[config.mk]
export PLATFORM = sky130hd
export DESIGN_NAME = seg7_scan
export DESIGN_NICKNAME = d
export VERILOG_FILES = /design/src/rtl/seg7_scan.sv
export SDC_FILE = /design/constraint.sdc
export NUM_CORES = 1
export LEC_CHECK = 0
export ABC_AREA = 1
export CAP_MARGIN = 20
export CORE_MARGIN = 2
export CORE_UTILIZATION = 47
export DETAILED_ROUTE_END_ITERATION = 12
export PLACE_DENSITY = 0.76
export SLEW_MARGIN = 15
export SYNTH_ARGS = -nofsm -noshare
export SYNTH_HDL_FRONTEND = slang
export SYNTH_SLANG_ARGS = --single-unit
[constraint.sdc]
create_clock -name clk_board -period 2.3 [get_ports clk_board]
set_input_delay 0.23 -clock clk_board [delete_from_list [all_inputs] [get_ports clk_board]]
set_output_delay 0.23 -clock clk_board [all_outputs]
set_load 0.01 [all_outputs]
[src/rtl/seg7_scan.sv]
// seg7_scan: eight-digit multiplexed seven-segment driver for the board.
//
// The divider's clk_led square wave is sampled as plain data in the
// clk_board domain. Each rising edge of clk_led advances the scan by one
// digit. The value, dp and blank inputs are captured once per frame, so a
// frame never mixes old and new data.
//
// Optional feature: define SEG7_LZ_BLANK_EN to enable leading-zero
// suppression. A digit i >= 1 goes dark when nibbles i..NDIGIT-1 of the
// captured value are all zero. Digit 0 always stays lit unless blank[0]
// is set.
`timescale 1ns/1ps

module seg7_scan #(
  parameter int NDIGIT = 8
) (
  input  logic        clk_board,
  input  logic        rst_n,
  input  logic        clk_led,
  input  logic [31:0] value,
  input  logic [7:0]  dp,
  input  logic [7:0]  blank,
  output logic [7:0]  an,
  output logic [6:0]  seg,
  output logic        seg_dp,
  output logic        frame
);

  // The scan index is three bits wide, so at most eight digits are possible.
  if (NDIGIT < 1 || NDIGIT > 8) begin : g_bad_ndigit
    $error("seg7_scan: NDIGIT must be in 1..8");
  end

  localparam logic [2:0] LAST_IDX = 3'(NDIGIT - 1);

  // Active-high {g,f,e,d,c,b,a} pattern for one hex nibble.
  function automatic logic [6:0] seg7_decode(input logic [3:0] nib);
    logic [6:0] pat;
    case (nib)
      4'h0:    pat = 7'h3F;
      4'h1:    pat = 7'h06;
      4'h2:    pat = 7'h5B;
      4'h3:    pat = 7'h4F;
      4'h4:    pat = 7'h66;
      4'h5:    pat = 7'h6D;
      4'h6:    pat = 7'h7D;
      4'h7:    pat = 7'h07;
      4'h8:    pat = 7'h7F;
      4'h9:    pat = 7'h6F;
      4'hA:    pat = 7'h77;
      4'hB:    pat = 7'h7C;
      4'hC:    pat = 7'h39;
      4'hD:    pat = 7'h5E;
      4'hE:    pat = 7'h79;
      default: pat = 7'h71;
    endcase
    return pat;
  endfunction

  // Synchronizer chain plus the history flop used for edge detection.
  logic s1_q, s2_q, s3_q;

  // Scan position and the per-frame captured inputs.
  logic [2:0]  idx_q;
  logic [2:0]  idx_d;
  logic [31:0] value_q;
  logic [7:0]  dp_q;
  logic [7:0]  blank_q;

  // Registered display outputs.
  logic [7:0] an_q;
  logic [6:0] seg_q;
  logic       seg_dp_q;
  logic       frame_q;

  // Per-cycle control and data for the digit about to be shown.
  logic        tick;
  logic        at_last;
  logic        reload;
  logic [31:0] src_value;
  logic [7:0]  src_dp;
  logic [7:0]  src_blank;
  logic [7:0]  lz_mask;
  logic [3:0]  nibble;
  logic        digit_dark;

  // Bring clk_led into the clk_board domain and keep one cycle of history.
  // NOTE: every clocked block uses <=; with = the chain s1->s2->s3 would
  // collapse into a single stage and the edge detector would never fire.
  always_ff @(posedge clk_board or negedge rst_n) begin
    if (!rst_n) begin
      s1_q <= 1'b0;
      s2_q <= 1'b0;
      s3_q <= 1'b0;
    end else begin
      s1_q <= clk_led;
      s2_q <= s1_q;
      s3_q <= s2_q;
    end
  end

  // Tick and reload decode, and selection of the data that feeds the next digit.
  // NOTE: each signal gets a value on every path through this block, either
  // directly or by a default first, so no latch is inferred.
  always_comb begin
    tick    = s2_q & ~s3_q;
    at_last = (idx_q == LAST_IDX);
    reload  = tick & at_last;
    idx_d   = at_last ? 3'd0 : idx_q + 3'd1;

    // On reload, digit 0 is built from the live inputs that are being
    // captured in the same cycle. Otherwise it comes from the frame copy.
    src_value = reload ? value : value_q;
    src_dp    = reload ? dp    : dp_q;
    src_blank = reload ? blank : blank_q;

    nibble = src_value[{idx_d, 2'b00} +: 4];
  end

  // Leading-zero mask: bit i is set when nibbles i..NDIGIT-1 are all zero.
  always_comb begin
    lz_mask = '0;
`ifdef SEG7_LZ_BLANK_EN
    begin : lz_scan
      logic zero_run;
      zero_run = 1'b1;
      for (int i = NDIGIT - 1; i >= 1; i--) begin
        zero_run   = zero_run & (src_value[4*i +: 4] == 4'h0);
        lz_mask[i] = zero_run;
      end
    end
`endif
    digit_dark = src_blank[idx_d] | lz_mask[idx_d];
  end

  // Advance the scan index on each tick and capture the inputs at frame wrap.
  // NOTE: the frame copies are reset along with the control state. A digit
  // shown before the first reload therefore reads as zero, not as X.
  always_ff @(posedge clk_board or negedge rst_n) begin
    if (!rst_n) begin
      idx_q   <= LAST_IDX;
      value_q <= '0;
      dp_q    <= '0;
      blank_q <= '0;
    end else begin
      if (tick) begin
        idx_q <= idx_d;
      end
      if (reload) begin
        value_q <= value;
        dp_q    <= dp;
        blank_q <= blank;
      end
    end
  end

  // Drive the anode, segments and decimal point for the new digit on each tick.
  always_ff @(posedge clk_board or negedge rst_n) begin
    if (!rst_n) begin
      an_q     <= 8'hFF;
      seg_q    <= 7'h7F;
      seg_dp_q <= 1'b1;
    end else if (tick) begin
      if (digit_dark) begin
        an_q     <= 8'hFF;
        seg_q    <= 7'h7F;
        seg_dp_q <= 1'b1;
      end else begin
        an_q     <= ~(8'h01 << idx_d);
        seg_q    <= ~seg7_decode(nibble);
        seg_dp_q <= ~src_dp[idx_d];
      end
    end
  end

  // One-cycle frame marker. Ticks are at least two cycles apart, so this
  // pulse never lasts two cycles in a row.
  always_ff @(posedge clk_board or negedge rst_n) begin
    if (!rst_n) begin
      frame_q <= 1'b0;
    end else begin
      frame_q <= reload;
    end
  end

  assign an     = an_q;
  assign seg    = seg_q;
  assign seg_dp = seg_dp_q;
  assign frame  = frame_q;

endmodule

## After elaboration in Yosys (flattened, before gate mapping)

Memory sizes are Yosys's and may differ from the RTL's.
Cells that the tools add are included.

| word-level totals | value |
|---|---|
| bits of input ports | 51 |
| bits in registers | 71 |
| output and inout bits | 17 |
| bits in writable memories | 0 |
| logic and storage cells | 39 |
| ROM bits | 120 |
| memories kept | 2 |
| bits in latches | 0 |

Memories:

| memory | depth | bits a word | read ports | clocked after Yosys merged registers in | wr ports | RTL line | text |
|---|---|---|---|---|---|---|---|
| (name not given) | 16 | 7 | 1 | 0 | 0 | 39 | `case (nib)` |
| (name not given) | 8 | 1 | 1 | 0 | 0 | 133 | `digit_dark = src_blank[idx_d] \| lz_mask[idx_d];` |

| operators by class | value |
|---|---|
| $mul | 0 |
| add/sub/neg operators | 1 |
| $lt $le $gt $ge | 1 |
| reductions and logical operators | 0 |
| bitwise operators | 7 |
| mux-type cells | 14 |
| shift-type cells | 2 |
| equality and inequality tests | 1 |
| divide/modulo/power cells | 0 |

Operators by type and width:

| kind | count |
|---|---|
| 2-to-1 mux 32 bit | 1 |
| indexed part select 32 x 6 -> 4 bit | 1 |
| 2-to-1 mux 8 bit | 3 |
| 2-to-1 mux 7 bit | 3 |
| inverter 8 bit | 1 |
| << shifter 1 x 3 -> 8 bit, first input constant | 1 |
| inverter 7 bit | 1 |
| binary-select mux 1 bit (select 3 bit) | 2 |
| < comparator 3 x 4 -> 1 bit, second input constant | 1 |
| 2-to-1 mux 1 bit | 4 |
| adder 3 x 1 -> 3 bit, second input constant | 1 |
| equality test 3 bit, second input constant | 1 |
| 2-to-1 mux 3 bit | 1 |
| AND 1 bit | 2 |
| inverter 1 bit | 2 |
| bitwise OR 1 bit | 1 |

## Longest topological paths before layout

Gate-level depths: netlist (run 1).

| depth | value |
|---|---|
| depth after elaboration | 11 |
| mapped depth | 20 |
| mapped depth without buffers | 18 |

## Worst setup path before layout (run 1)

No wires, ideal clock.

| timing | value |
|---|---|
| kind | register to register |
| from | register idx_q[0] |
| to | register seg_q[0], in the netlist seg[0] |
| period minus slack after synthesis | 2.420 ns |
| slack | -0.120 ns |
| library setup time | 0.058 ns |
| data required time | 2.242 ns |
| stages on the path, launching flop included | 19 |
| path buffers | 3 |
| arrival time | 2.362 ns |
| cells stage by stage | dfstp_2 -> ha_1 -> ha_1 -> buf_6 -> nand3_4 -> buf_6 -> buf_6 -> nand2_1 -> o211ai_2 -> nand3_1 -> nor2_1 -> nor2_1 -> ha_1 -> inv_1 -> nand3_1 -> nand3_1 -> nand3_1 -> nand2_1 -> inv_1 |

| between the ends | value |
|---|---|
| longest elaborated chain between the ends | 9 |
| elaborated cells between the ends (all ways) | 17 |
| those cells by class | add/sub (1); eq/ne (1); shift (1); mux (9); bitwise (3); memory (2) |

RTL lines:

| what | RTL line | text |
|---|---|---|
| start: declaration | 64 | `logic [2:0] idx_q;` |
| start signal: assignment | 147 | `idx_q <= idx_d;` |
| parallel branches: the longest is 8 deep, another holds memory read (16 x 7 bit) | - |  |
| 2-to-1 mux 7 bit (*) | 164 | `if (digit_dark) begin` |
| end signal: assignment | 170 | `seg_q <= ~seg7_decode(nibble);` |
| end: declaration | 72 | `logic [6:0] seg_q;` |

Every way passes the cells marked *. The select of a mux whose other input is x is not followed.
A chain may end at the register's enable or synchronous reset.

## Worst setup path after layout (run 1)

Same ends and word-level chain as after synthesis.

==> results of run 1 <==
## metrics by stage
stage          power (mW)  setup slack [ns]
6_report             8.03            -0.169
5_1_grt              8.68            -0.312
4_1_cts              7.48           -0.0955
3_5_place_dp         6.26            -0.229
3_3_place_gp         6.18            -0.207
2_1_floorplan        4.69           -0.0619
## cell families after synthesis
family | count (synthesis) | synth area share
AND/OR/NAND/NOR | 255 | 0.288
buffers and inverters | 100 | 0.114
flip-flops | 71 | 0.476
AO/OA/AOI/OAI | 57 | 0.0956
adder cells (fa/ha/maj) | 8 | 0.0265
## layer usage
metal | up-vias | track usage | share of wire
li1 | 1755 | - | -
met1 | 1712 | 0.298 | 0.43
met2 | 84 | 0.378 | 0.51
met3 | 22 | 0.0369 | 0.038
met4 | 0 | 0.111 | 0.026
met5 | - | 0 | 0
## final timing paths
check	from	endpoint	slack (ns)	cells past startpoint
hold / removal	clk_led	s1_q$_DFF_PN0_	0.31	1
hold reg to reg	s1_q$_DFF_PN0_	s2_q$_DFF_PN0_	0.36	0
max in group asynchronous	rst_n	seg[4]$_DFFE_PN1N_	1.53	3
setup reg to reg	idx_q[0]$_DFFE_PN1N_	seg[0]$_DFFE_PN1N_	-0.17	16
setup / recovery	idx_q[0]$_DFFE_PN1N_	seg[0]$_DFFE_PN1N_	-0.17	16
min in group asynchronous	rst_n	dp_q[4]$_DFF_PN0_	0.42	3
## power by group through the flow
stage / Clock [mW] / Combinational [mW] / Sequential [mW]
after floorplan: 0 / 2.57 / 2.12
after global placement: 0 / 4.10 / 2.07
after detailed placement: 0 / 4.16 / 2.10
after CTS: 1.02 / 4.39 / 2.08
after global routing: 1.07 / 5.47 / 2.14
final: 0.999 / 4.95 / 2.08
## timing repair
action / 4_1_cts / 5_1_grt
hold endpoints to repair: 52 / 0
hold buffers: 1 / 0
pin swaps: 8 / 14
endpoints found under the setup margin: 9 / 16
cloned: 0 / 3
buffers inserted: 4 / 5
gates resized for setup: 20 / 45
## cells in the final DEF (no fill, tap or decap), types with 4 or more instances in the layout
cell type        instances
nor2_2                   6
dfrtp_1                 52
nor2_1                  26
o22ai_1                  9
nand3_2                 11
inv_1                   76
nand2_2                 15
o21ai_1                  6
clkdlybuf4s50_1         66
nand2_1                146
buf_4                   45
nand2_4                  5
buf_6                    6
dfstp_2                 19
a21oi_1                  8
nor2_4                   7
nand3_1                 30
o21ai_0                 10
o21a_1                  11
ha_4                     5
inv_2                    4
o211ai_2                 4
and2_1                   4
clkbuf_8                 9
## sequential cells by signal, summed over array words and instances, names as in the netlist
name	cells
s3_q	1
value_q	32
blank_q	8
s1_q	1
frame	1
seg	7
seg_dp	1
s2_q	1
dp_q	8
an	8
idx_q	3
## final cells by class
type	instances	share of cell area
Clock buffer	9	0.0227
Inverter	83	0.0603
Clock inverter	7	0.0133
Sequential cell	71	0.330
Tap cell	102	0.0234
Timing Repair Buffer	124	0.218
Multi-Input combinational cell	321	0.333
## worst register-to-register path: stages, from the launching register on
cell     delay [ns]
dfstp_2        0.56
ha_4           0.15
ha_4           0.17
nand3_4        0.16
buf_6          0.19
o21ai_4        0.14
nor2_1         0.06
nor2_1         0.12
nand2_1        0.12
nand2_4        0.15
ha_1           0.18
nand3_1        0.11
nand2_1        0.09
nand2_1        0.05
nand3_1        0.08
nand2_1        0.05
inv_1          0.05
==> results.yml, run 1 <==
clock_network:
  cts_tree: "built"
  htreeDepth: 3
  cts_buffer_depth: 2
  clock_sinks: 71
  clk_pin_slew_ns: 0.07
  cts-root-buf: "clkbuf_8"
  worstSkewPairLatency_ns: 0.36
  cts_buffers: 9
worst_setup_path:
  path_class: "flop to flop"
  end_kind: "flop"
  cp_data_arrival_time_ns: 2.77
  crit_top_cell: "nand2_1"
  cp_cell_sequence: "ha_4 > ha_4 > nand3_4 > buf_6 > o21ai_4 > nor2_1 > nor2_1 > nand2_1 > nand2_4 > ha_1 > nand3_1 > nand2_1 > nand2_1 > nand3_1 > nand2_1 > inv_1"
  cpLargestDelayFamily: "simple AND/OR/NAND/NOR gates"
  required_ns: 2.61
  cpPeakStageDelay_ns: 0.56
  slowest_stage: "dfstp_2"
  start_kind: "flop"
  path_max_fanout: 6
  critical_path_buf_inv_count: 2
cells_and_area:
  stdcell_area_um2: 5460
  fill_cells: 638
  utilization: 0.703
  layout.cells.non_filler: 717
  area_growth_pct: 44.4
  seq_area_um2: 1800
  layout.nets: 669
  multi_input_area_um2: 1820
  antenna_cells: 0
  drive_gt1_frac: 0.265
floorplan:
  coreArea_um2: 7770
  initial_utilization: 0.487
  die_w_um: 93.7
  die_y_um: 93.7
  fp-row-count: 32
  die_area_um2: 8780
  ioPinCount: 68
detailed_routing:
  vias_per_cell: 4.98
  drc: 0
  wl_um: 10100
  post_drt_wl_per_cell_um: 14.1
  first_pass_iters: 4
  postRouteAntennaNets: 0
  vias: 3573
  initialDrtViolationCount: 138
synth:
  ys_ff_latch: 71
  async_flop_share: 1.00
  yosysTopAreaCellShare: 0.344
  yosysMostFrequentCell: "nand2_1"
  yosysSeqAreaShare: 0.476
  synth_area_leaders: "dfrtp_1 34%, nand2_1 16%, dfstp_2 13%"
  ys_top_cells_by_count: "161 x nand2_1, 79 x inv_1, 52 x dfrtp_1"
  syn_nets: 550
  ys_warn_count: 0
  synth_area_per_cell_um2: 7.70
  yosysUniqueCellTypes: 30
  syn-cell-area_um2: 3780
  synth_largest_area_cell: "dfrtp_1"
  synth_ff_type: "dfrtp_1"
  synth_edf_count: 0
  syn-instance-count: 491
pwr:
  netSwitchingPower_mw: 3.49
  peakVddDrop_mv: 0.740
  powerDensity_nw_per_um2: 1470
  switching_share: 0.434
  p_int_mw: 4.54
  seq_power_share: 0.259
  total_leakage_power_nw: 2.72
  power_frac_clock: 0.124
  combPwrFrac: 0.616
timing:
  hold_ws_ns: 0.307
  clock_skew_ns: 0.00859
  tns_ns: -1.07
  tightest_slew_ns: 0.382
  fmax_ghz: 0.405
  slew_headroom: 0.745
  setup_ws_ns: -0.169
  rsz0062_at_grt: "yes"
  fin_crit_ns: 2.47
  drv_slew: 0
  fin_crit_sh: 1.07
  setup_viol: 8
  hold_viol: 0
global_route:
  grt_pass1_vias: 3423
  gr-usage-all-layers: 0.231
  grt_max_degree: 72
  grt_pass1_wl_um: 15700
  antenna_found_initial: 0
  grt.overflow.total: 0
placed_design:
  port_buffers: 67
  placedCellCount: 689
  routabilityCongestion: 0.905
  hpwl_um: 6740
  placed_cell_area_um2: 4870
flow_run:
  maxCapViolCount: 0
outcome:
  violations: "negative setup slack"
  outcome: "finished with violations"
hold_path:
  hp-class: "input port to flop"
Note: power is estimated with default switching activity, not from simulation.
==> run 2, diff against run 1 <==
- ABC_CLOCK_PERIOD_IN_PS: default -> 2300
- GPL_TIMING_DRIVEN: default -> 0
==> results.yml, run 2 (synthesis results as in run 1) <==
hold_path:
  hp-class: "input port to flop"
floorplan:
  ioPinCount: 68
  initial_utilization: 0.487
  die_y_um: 93.7
  die_area_um2: 8780
  coreArea_um2: 7770
  fp-row-count: 32
  die_w_um: 93.7
clock_network:
  cts-root-buf: "clkbuf_8"
  clk_pin_slew_ns: 0.08
  cts_buffer_depth: 2
  clock_sinks: 71
  cts_buffers: 9
  worstSkewPairLatency_ns: 0.35
  htreeDepth: 3
  cts_tree: "built"
global_route:
  gr-usage-all-layers: 0.238
  grt.overflow.total: 0
  antenna_found_initial: 0
  grt_pass1_wl_um: 16200
  grt_pass1_vias: 3539
  grt_max_degree: 39
detailed_routing:
  postRouteAntennaNets: 0
  first_pass_iters: 5
  vias_per_cell: 4.99
  wl_um: 10100
  drc: 0
  post_drt_wl_per_cell_um: 14.5
  initialDrtViolationCount: 285
  vias: 3476
placed_design:
  routabilityCongestion: 1.01
  hpwl_um: 6860
  placed_cell_area_um2: 4640
  port_buffers: 67
  placedCellCount: 661
cells_and_area:
  layout_common_cells: "151 x nand2_1, 76 x inv_1, 66 x clkdlybuf4s50_1"
  largest-register: "value_q"
  multi_input_area_um2: 1790
  fill_cells: 619
  drive_gt1_frac: 0.229
  layout.cells.non_filler: 697
  largest_reg_flops: 32
  seq_area_um2: 1800
  antenna_cells: 0
  final_common_cell: "nand2_1"
  stdcell_area_um2: 5300
  area_growth_pct: 40.1
  utilization: 0.682
  layout.nets: 649
worst_setup_path:
  required_ns: 2.59
  start_kind: "flop"
  path_max_fanout: 6
  cp_data_arrival_time_ns: 2.85
  path_class: "flop to flop"
  end_kind: "flop"
timing:
  fin_crit_sh: 1.11
  slew_headroom: 0.587
  fmax_ghz: 0.391
  setup_ws_ns: -0.258
  drv_slew: 0
  tightest_slew_ns: 0.620
  hold_viol: 0
  setup_viol: 16
  rsz0062_at_grt: "yes"
  clock_skew_ns: 0.00673
  fin_crit_ns: 2.56
outcome:
  violations: "negative setup slack"
  outcome: "finished with violations"
flow_run:
  maxCapViolCount: 0
pwr:
  powerDensity_nw_per_um2: 1480
  peakVddDrop_mv: 0.689
  total_leakage_power_nw: 2.61
  p_total_mw: 7.84
-- run 2: changes by cell type in the layout (fill, tap and decap cells not counted), moves of 6 or more --
cell	before	now
nand3_1	30	36
o22ai_2	1	7
o22ai_1	9	2
buf_4	45	19
nand3_2	11	5
-- run 2: metal layers --
metal	wire, um	vias up	global-route usage
met2	4970	99	0.401
li1	-	1714	-
met1	4400	1641	0.300
met4	260	0	0.109
met3	500	22	0.0393
met5	0	-	0
-- run 2: critical path, stage by stage, from the launching register on --
cell and delay (ns):
dfstp_2 0.57, ha_4 0.14, ha_4 0.15, nand3_4 0.16
inv_8 0.13, buf_4 0.11, nand2_1 0.05, nand2_1 0.08
nand2_1 0.06, nand2_1 0.09, inv_1 0.05, nand3_1 0.11
nand2_4 0.11, ha_4 0.28, nand3_2 0.09, nand3_1 0.10
nand3_1 0.08, nand2_1 0.09, inv_1 0.05
-- run 2: timing repair --
item,4_1_cts,5_1_grt
pin swaps,13,17
gates resized for setup,13,55
gates cloned,0,1
hold buffers,1,0
setup endpoints to repair,12,26
endpoints found under the hold margin,20,0
buffers inserted,11,10
-- run 2: per-stage QoR --
| step | setup WS (ns) | hold WS [ns] | TNS [ns] |
|---|---|---|---|
| floorplan | -0.0619 | -0.0656 | -0.250 |
| global placement | -1.39 | 0.340 | -86.14 |
| detailed placement | -0.468 | 0.207 | -3.26 |
| CTS | -0.208 | 0.313 | -1.26 |
| global route | -0.418 | 0.302 | -3.93 |
| finish | -0.258 | 0.318 | -2.28 |
-- run 2: worst paths after layout --
check                                     start                  to  slack (ns)  cells after the start
setup / recovery           idx_q[0]$_DFFE_PN1N_  seg[3]$_DFFE_PN1N_       -0.26                     18
hold / removal                          clk_led      s1_q$_DFF_PN0_        0.32                      1
setup reg to reg           idx_q[0]$_DFFE_PN1N_  seg[3]$_DFFE_PN1N_       -0.26                     18
hold reg to reg                  s1_q$_DFF_PN0_      s2_q$_DFF_PN0_        0.36                      0
max in group asynchronous                 rst_n   an[5]$_DFFE_PN1N_        1.31                      3
min in group asynchronous                 rst_n     frame$_DFF_PN0_        0.37                      2
-- run 2: area by class of cell --
type	count	share of cell area
clock inverter	5	0.0154
clock buffer	11	0.0267
buffer	14	0.0265
tap	102	0.0241
multi-input combinational	320	0.337
timing repair buffer	91	0.170
inverter	83	0.0607
sequential	71	0.340
-- run 2: power breakdown --
part	total (mW)	switching, mW	leakage [nW]	internal, mW
combinational	4.62	2.73	1.70	1.88
clock	1.13	0.491	0.110	0.641
sequential	2.09	0.212	0.803	1.88
total	7.84	3.44	2.61	4.40
